File: src/rtl/ufifo_dmp_if.sv
// Bus bundle for the ufifo_dmp queue: push/pop handshake, level flags and the dump port.
// The producer/consumer side uses master, the FIFO itself uses slave.
interface ufifo_dmp_if #(
  parameter int DW     = 8,
  parameter int LGFLEN = 5
);
  logic              i_clr;
  logic              i_wr;
  logic [DW-1:0]     i_data;
  logic              i_rd;
  logic [DW-1:0]     o_data;
  logic              o_empty_n;
  logic              o_full;
  logic              o_afull;
  logic              o_aempty;
  logic [LGFLEN:0]   o_fill;
  logic              o_ovf;
  logic              o_udf;
  logic [LGFLEN-1:0] i_dmp_pos;
  logic [DW-1:0]     o_dmp_data;
  logic              o_dmp_valid;

  modport master (
    output i_clr, i_wr, i_data, i_rd, i_dmp_pos,
    input  o_data, o_empty_n, o_full, o_afull, o_aempty, o_fill,
           o_ovf, o_udf, o_dmp_data, o_dmp_valid
  );

  modport slave (
    input  i_clr, i_wr, i_data, i_rd, i_dmp_pos,
    output o_data, o_empty_n, o_full, o_afull, o_aempty, o_fill,
           o_ovf, o_udf, o_dmp_data, o_dmp_valid
  );
endinterface

File: src/rtl/ufifo_dmp.sv
// Synchronous FIFO with fill-level flags, sticky overflow/underflow and a registered
// random-access dump port indexed from the head of the queue.
module ufifo_dmp #(
  parameter int DW        = 8,
  parameter int LGFLEN    = 5,
  parameter int AF_THRESH = 28,
  parameter int AE_THRESH = 2,
  parameter bit FWFT      = 1'b1
) (
  input  logic         i_clk,
  input  logic         i_rst,
  ufifo_dmp_if.slave   bus
);
  localparam int              DEPTH   = 1 << LGFLEN;
  localparam logic [LGFLEN:0] DEPTH_V = (LGFLEN+1)'(DEPTH);
  localparam logic [LGFLEN:0] AF_V    = (LGFLEN+1)'(AF_THRESH);
  localparam logic [LGFLEN:0] AE_V    = (LGFLEN+1)'(AE_THRESH);

  logic [DW-1:0]     mem [DEPTH];

  logic [LGFLEN:0]   wr_ptr, rd_ptr;
  logic [LGFLEN:0]   wr_ptr_n, rd_ptr_n, fill_n;
  logic [LGFLEN:0]   fill_r;
  logic              empty_n_r, full_r, afull_r, aempty_r;
  logic              ovf_r, udf_r;
  logic              pop_ok, push_ok;
  logic [LGFLEN-1:0] wr_idx, rd_idx, dmp_idx;
  logic              dmp_hit;
  logic [DW-1:0]     dmp_data_r;
  logic              dmp_valid_r;

  // A pop frees the slot in the same cycle, so a full queue still takes a push.
  always_comb begin
    pop_ok   = bus.i_rd && empty_n_r;
    push_ok  = bus.i_wr && (!full_r || pop_ok);
    wr_ptr_n = wr_ptr + (LGFLEN+1)'(push_ok);
    rd_ptr_n = rd_ptr + (LGFLEN+1)'(pop_ok);
    fill_n   = wr_ptr_n - rd_ptr_n;
    wr_idx   = wr_ptr[LGFLEN-1:0];
    rd_idx   = rd_ptr[LGFLEN-1:0];
    dmp_idx  = rd_idx + bus.i_dmp_pos;
    dmp_hit  = {1'b0, bus.i_dmp_pos} < fill_r;
  end

  always_ff @(posedge i_clk) begin
    if (push_ok && !bus.i_clr)
      mem[wr_idx] <= bus.i_data;
  end

  always_ff @(posedge i_clk or posedge i_rst) begin
    if (i_rst) begin
      wr_ptr    <= '0;
      rd_ptr    <= '0;
      fill_r    <= '0;
      empty_n_r <= 1'b0;
      full_r    <= 1'b0;
      afull_r   <= 1'b0;
      aempty_r  <= 1'b1;
      ovf_r     <= 1'b0;
      udf_r     <= 1'b0;
    end else if (bus.i_clr) begin
      wr_ptr    <= '0;
      rd_ptr    <= '0;
      fill_r    <= '0;
      empty_n_r <= 1'b0;
      full_r    <= 1'b0;
      afull_r   <= 1'b0;
      aempty_r  <= 1'b1;
      ovf_r     <= 1'b0;
      udf_r     <= 1'b0;
    end else begin
      wr_ptr    <= wr_ptr_n;
      rd_ptr    <= rd_ptr_n;
      fill_r    <= fill_n;
      empty_n_r <= (fill_n != '0);
      full_r    <= (fill_n == DEPTH_V);
      afull_r   <= (fill_n >= AF_V);
      aempty_r  <= (fill_n <= AE_V);
      ovf_r     <= ovf_r | (bus.i_wr && !push_ok);
      udf_r     <= udf_r | (bus.i_rd && !pop_ok);
    end
  end

  // Dump reads use the pre-edge head and fill; invalid slots read back as zero.
  always_ff @(posedge i_clk or posedge i_rst) begin
    if (i_rst) begin
      dmp_data_r  <= '0;
      dmp_valid_r <= 1'b0;
    end else if (bus.i_clr) begin
      dmp_data_r  <= '0;
      dmp_valid_r <= 1'b0;
    end else begin
      dmp_valid_r <= dmp_hit;
      dmp_data_r  <= dmp_hit ? mem[dmp_idx] : '0;
    end
  end

  generate
    if (FWFT) begin : g_fwft
      assign bus.o_data = empty_n_r ? mem[rd_idx] : '0;
    end else begin : g_reg
      logic [DW-1:0] data_r;
      always_ff @(posedge i_clk or posedge i_rst) begin
        if (i_rst)
          data_r <= '0;
        else if (bus.i_clr)
          data_r <= '0;
        else if (pop_ok)
          data_r <= mem[rd_idx];
      end
      assign bus.o_data = data_r;
    end
  endgenerate

  assign bus.o_empty_n   = empty_n_r;
  assign bus.o_full      = full_r;
  assign bus.o_afull     = afull_r;
  assign bus.o_aempty    = aempty_r;
  assign bus.o_fill      = fill_r;
  assign bus.o_ovf       = ovf_r;
  assign bus.o_udf       = udf_r;
  assign bus.o_dmp_data  = dmp_data_r;
  assign bus.o_dmp_valid = dmp_valid_r;
endmodule

File: src/flat_wrapper.sv
// flat-port wrapper written by rule: the top's interface ports become plain ports
module ufifo_dmp_flat 
#(
  parameter int DW        = 8,
  parameter int LGFLEN    = 5,
  parameter int AF_THRESH = 28,
  parameter int AE_THRESH = 2,
  parameter bit FWFT      = 1'b1
)
  (i_clk, i_rst, bus_i_clr, bus_i_wr, bus_i_data, bus_i_rd, bus_i_dmp_pos, bus_o_data, bus_o_empty_n, bus_o_full, bus_o_afull, bus_o_aempty, bus_o_fill, bus_o_ovf, bus_o_udf, bus_o_dmp_data, bus_o_dmp_valid);
  ufifo_dmp_if #(.DW(DW), .LGFLEN(LGFLEN)) bus_i ();
  input  logic i_clk;
  input  logic i_rst;
  input wire logic [$bits(bus_i.i_clr)-1:0] bus_i_clr;
  input wire logic [$bits(bus_i.i_wr)-1:0] bus_i_wr;
  input wire logic [$bits(bus_i.i_data)-1:0] bus_i_data;
  input wire logic [$bits(bus_i.i_rd)-1:0] bus_i_rd;
  input wire logic [$bits(bus_i.i_dmp_pos)-1:0] bus_i_dmp_pos;
  output wire logic [$bits(bus_i.o_data)-1:0] bus_o_data;
  output wire logic [$bits(bus_i.o_empty_n)-1:0] bus_o_empty_n;
  output wire logic [$bits(bus_i.o_full)-1:0] bus_o_full;
  output wire logic [$bits(bus_i.o_afull)-1:0] bus_o_afull;
  output wire logic [$bits(bus_i.o_aempty)-1:0] bus_o_aempty;
  output wire logic [$bits(bus_i.o_fill)-1:0] bus_o_fill;
  output wire logic [$bits(bus_i.o_ovf)-1:0] bus_o_ovf;
  output wire logic [$bits(bus_i.o_udf)-1:0] bus_o_udf;
  output wire logic [$bits(bus_i.o_dmp_data)-1:0] bus_o_dmp_data;
  output wire logic [$bits(bus_i.o_dmp_valid)-1:0] bus_o_dmp_valid;
  assign bus_i.i_clr = bus_i_clr;
  assign bus_i.i_wr = bus_i_wr;
  assign bus_i.i_data = bus_i_data;
  assign bus_i.i_rd = bus_i_rd;
  assign bus_i.i_dmp_pos = bus_i_dmp_pos;
  assign bus_o_data = bus_i.o_data;
  assign bus_o_empty_n = bus_i.o_empty_n;
  assign bus_o_full = bus_i.o_full;
  assign bus_o_afull = bus_i.o_afull;
  assign bus_o_aempty = bus_i.o_aempty;
  assign bus_o_fill = bus_i.o_fill;
  assign bus_o_ovf = bus_i.o_ovf;
  assign bus_o_udf = bus_i.o_udf;
  assign bus_o_dmp_data = bus_i.o_dmp_data;
  assign bus_o_dmp_valid = bus_i.o_dmp_valid;
  ufifo_dmp #(.DW(DW), .LGFLEN(LGFLEN), .AF_THRESH(AF_THRESH), .AE_THRESH(AE_THRESH), .FWFT(FWFT)) u_core (.i_clk(i_clk), .i_rst(i_rst), .bus(bus_i));
endmodule
File: config.mk
export PLATFORM = sky130hd
export DESIGN_NAME = ufifo_dmp_flat
export DESIGN_NICKNAME = d
export VERILOG_FILES = /design/src/rtl/ufifo_dmp_if.sv /design/src/rtl/ufifo_dmp.sv /design/src/flat_wrapper.sv
export SDC_FILE = /design/constraint.sdc
export NUM_CORES = 1
export LEC_CHECK = 0
export BUFFER_PORTS_ARGS = -buffer_cell sky130_fd_sc_hd__buf_2
export CAP_MARGIN = 20
export CORE_MARGIN = 8
export CORE_UTILIZATION = 40
export DETAILED_ROUTE_END_ITERATION = 10
export PLACE_DENSITY = 0.58
export SYNTH_ARGS = -nofsm -noshare
export SYNTH_HDL_FRONTEND = slang
export SYNTH_SLANG_ARGS = --single-unit
File: constraint.sdc
create_clock -name i_clk -period 5.5 [get_ports i_clk]
set_input_delay 0.55 -clock i_clk [delete_from_list [all_inputs] [get_ports i_clk]]
set_output_delay 0.55 -clock i_clk [all_outputs]
set_load 0.01 [all_outputs]
==> summary.txt <==
Run status: completed
Hold_buf cts: 0
Clk_lat worst skew: 0.56 ns
Worst path bufs/invs: 2
Hold Violations, Final: 0
Yosys top cell by area: edfxtp_1
RSZ-0062 raised after global routing: no
Top Usage Layer GRT: met2
Fin crit share: 82.6%
First-pass GRT wire length: 53600 µm
Post-CTS setup buffer count: 0
Post-synth EDFFs: 256
Worst path max stage delay: 0.83 ns
Setup CP Type: flop to output port
Die Ht: 202 µm
Sequential area share after synthesis: 61.6%
Relative slew slack: 27.0%
DP HPWL: 23300 µm
Fmax: 220 MHz
H-tree depth: 1
Hold slack: 0.0826 ns
Pins over their slew limit: 0
Yosys top cell area share: 55.6%
Post-layout min period: 4.54 ns
Initial Util: 40.3%
Pwr dens: 371 nW/µm²
Required time of the critical path: 4.95 ns
Pin count of the biggest net entering global routing: 65
Crit path DAT: 3.99 ns
Die area: 40800 µm²
Reg2Reg Depth: 6
Worst Max-Slew Pin Slew: 1.09 ns
Total CTS buffers: 30
Netlist cell types: 51
Main synth FF type: edfxtp_1
Worst-path clk slew: 0.06 ns
Sequence of cells on the critical path: buf_4, mux4_2, mux4_2, mux2i_1, nor2_1, buf_2
CORE AREA: 34300 µm²
Grt total ovfl: 0
Design Area, Final: 15500 µm²
Cells after synthesis: 786
CTS Root Cell: clkbuf_16
TritonCTS clock tree: built
Vias per inst: 5.83
Post-synth net total: 822
Yosys reg bits: 289
WL/cell: 27.3 µm
CTS Buffer Depth: 3
Layout cells sized above 1: 30.2%
Mapped cell area: 13800 µm²
Final ANT Viol Nets: 0
DP Area: 14500 µm²
RR Startpoint: u_core.rd_ptr[0]
Initial antenna violation count: 0
Total Wirelength: 35600 µm
IO Count: 47
Max capacitance violation total: 0
RR Endpoint: u_core.bus.o_dmp_data[6]
M2 GR Usage: 27.5%
Initial DRC Count: 695
Layout overhead on the synthesized area: 12.3%
Final #Nets: 863
Die Width: 202 µm
LEAKAGE: 0.00511 µW
Yosys warning count: 0
# rows: 68
Cells after DPL: 1250
Max VDD drop: 0.210 mV
Non-filler cells, final: 1306
Count of input and output buffers: 46
Hold Path Class: input port to async pin
Setup TNS Final: 0 ns
Antenna cells: 0
Crit Path Max Fanout: 41
Syn_area_per_cell: 17.6 µm²
Via count: 7617
Clk_skew: 0.0102 ns
Critical Path End Type: output port
Total Routing Usage GR: 17.6%
Slowest CP cell: dfrtp_4
Cell family with most CP delay: multiplexers
Vias in the first global route: 7944
GR Layer Usage met1: 24.8%
Post_cts resized: 0
Post-synth ARST share: 11.4%
Drc violations: 0
Router iterations before antenna repair: 5
Final setup violation count: 0
Num Clock Sinks: 289
Startpoint Class: flop
Reg2reg setup slack: 1.58 ns
GR Util met3: 3.19%
Top post-synthesis cells by area: edfxtp_1, mux4_2, dfrtp_1, mux2i_1, nor2_1
Worst path most repeated cell: mux4_2
Gpl congestion: 0.835
==> stage by stage <==
stage | setup slack, ns | total power, µW | util [%]
4_1_cts | 0.847 | 5810 | 45.3
5_1_grt | 0.763 | 5970 | 45.3
3_3_place_gp | 1.38 | 3720 | 42.3
3_5_place_dp | 1.44 | 3720 | 42.3
2_1_floorplan | 2.59 | 3370 | -
6_report | 0.957 | 5760 | 45.3
==> report_power, final <==
| group | total (µW) | switching [µW] | internal [µW] | leakage (µW) |
|---|---|---|---|---|
| sequential | 2500 | 53.9 | 2440 | 0.00274 |
| clock | 2100 | 845 | 1260 | 0.000510 |
| combinational | 1160 | 619 | 541 | 0.00186 |
| total | 5760 | 1520 | 4240 | 0.00511 |
==> cell families after synthesis <==
logic type / Yosys count / share of synthesized area [%]
muxes: 163 / 24.3
adders and majority gates: 19 / 1.82
DFF: 289 / 61.6
xor gates and xnor gates: 19 / 1.20
and+or+nand+nor: 163 / 5.37
buffers and inverters: 65 / 2.48
AOI/OAI and AO/OA: 68 / 3.27
==> sequential cells by signal (all words and copies together) (netlist names), 6 cells and up <==
signal                 flops
u_core.wr_ptr              6
u_core.rd_ptr              6
u_core.bus.o_dmp_data      8
u_core.bus.o_fill          6
u_core.mem               256
==> tightest hold or removal path, delay by kind of cell <==
kind | cells | cell delay [ns]
buf+inv | 3 | 0.51
==> layout by cell type (no fill, tap or decap), types with 4 or more instances in the layout <==
cell type / count
clkinv_1: 8
nand2_1: 49
nand3_1: 7
clkinv_2: 9
edfxtp_1: 256
nor2b_1: 15
inv_1: 14
ha_1: 15
buf_2: 46
dfrtp_1: 30
nor2_1: 61
xor2_1: 4
clkbuf_16: 31
a21oi_1: 27
bufinv_16: 5
buf_4: 12
o221ai_1: 4
mux2i_1: 25
a211oi_1: 17
nor3b_1: 4
mux4_2: 138
nand2b_1: 8
xnor2_1: 12
or3_1: 8
==> synth_stat cells (2+ instances only) <==
library cell and count:
or3_1 8, fa_1 2, o22ai_1 3, xor2_1 5, a211oi_1 17, nor2b_1 15
buf_2 12, nand2b_1 8, nor3_1 3, buf_1 7, buf_4 3, nor3b_1 4
xnor2_1 14, edfxtp_1 256, mux4_2 138, nand3b_1 2, mux2i_1 25, ha_1 16
nand3_1 7, o221ai_1 4, nand2_1 49, or2_2 2, nor2_1 61, o2111ai_1 2
dfrtp_1 32, inv_1 14, a21oi_1 27, clkbuf_1 20, a21o_1 3, buf_6 6
==> worst max-delay path by stage <==
stage / startpoint / to / slack (ns) / cells after the start
after floorplan: bus_i_dmp_pos[0] / u_core.bus.o_dmp_data[3] / 2.59 / 9
after global placement: u_core.rd_ptr[0] / bus_o_data[2] / 1.38 / 6
after detailed placement: u_core.rd_ptr[0] / bus_o_data[2] / 1.44 / 6
after CTS: u_core.rd_ptr[0] / bus_o_data[2] / 0.85 / 6
after global routing: u_core.rd_ptr[0] / bus_o_data[2] / 0.76 / 6
final: u_core.rd_ptr[0] / bus_o_data[2] / 0.96 / 6
==> layer usage <==
metal / routed length, µm / share of wire (%)
met1: 15600 / 44
met4: 947 / 2.7
met5: 0 / 0
met2: 16800 / 47
met3: 2280 / 6.4
==> area by class of cell <==
type	instances	area, µm²
Fill cell	2924	18800
Sequential cell	289	8520
Timing Repair Buffer	59	340
Clock inverter	23	239
Multi-Input combinational cell	432	5020
Clock buffer	33	783
Inverter	15	56.3
Tap cell	455	569
Note: power is estimated with default switching activity, not from simulation.
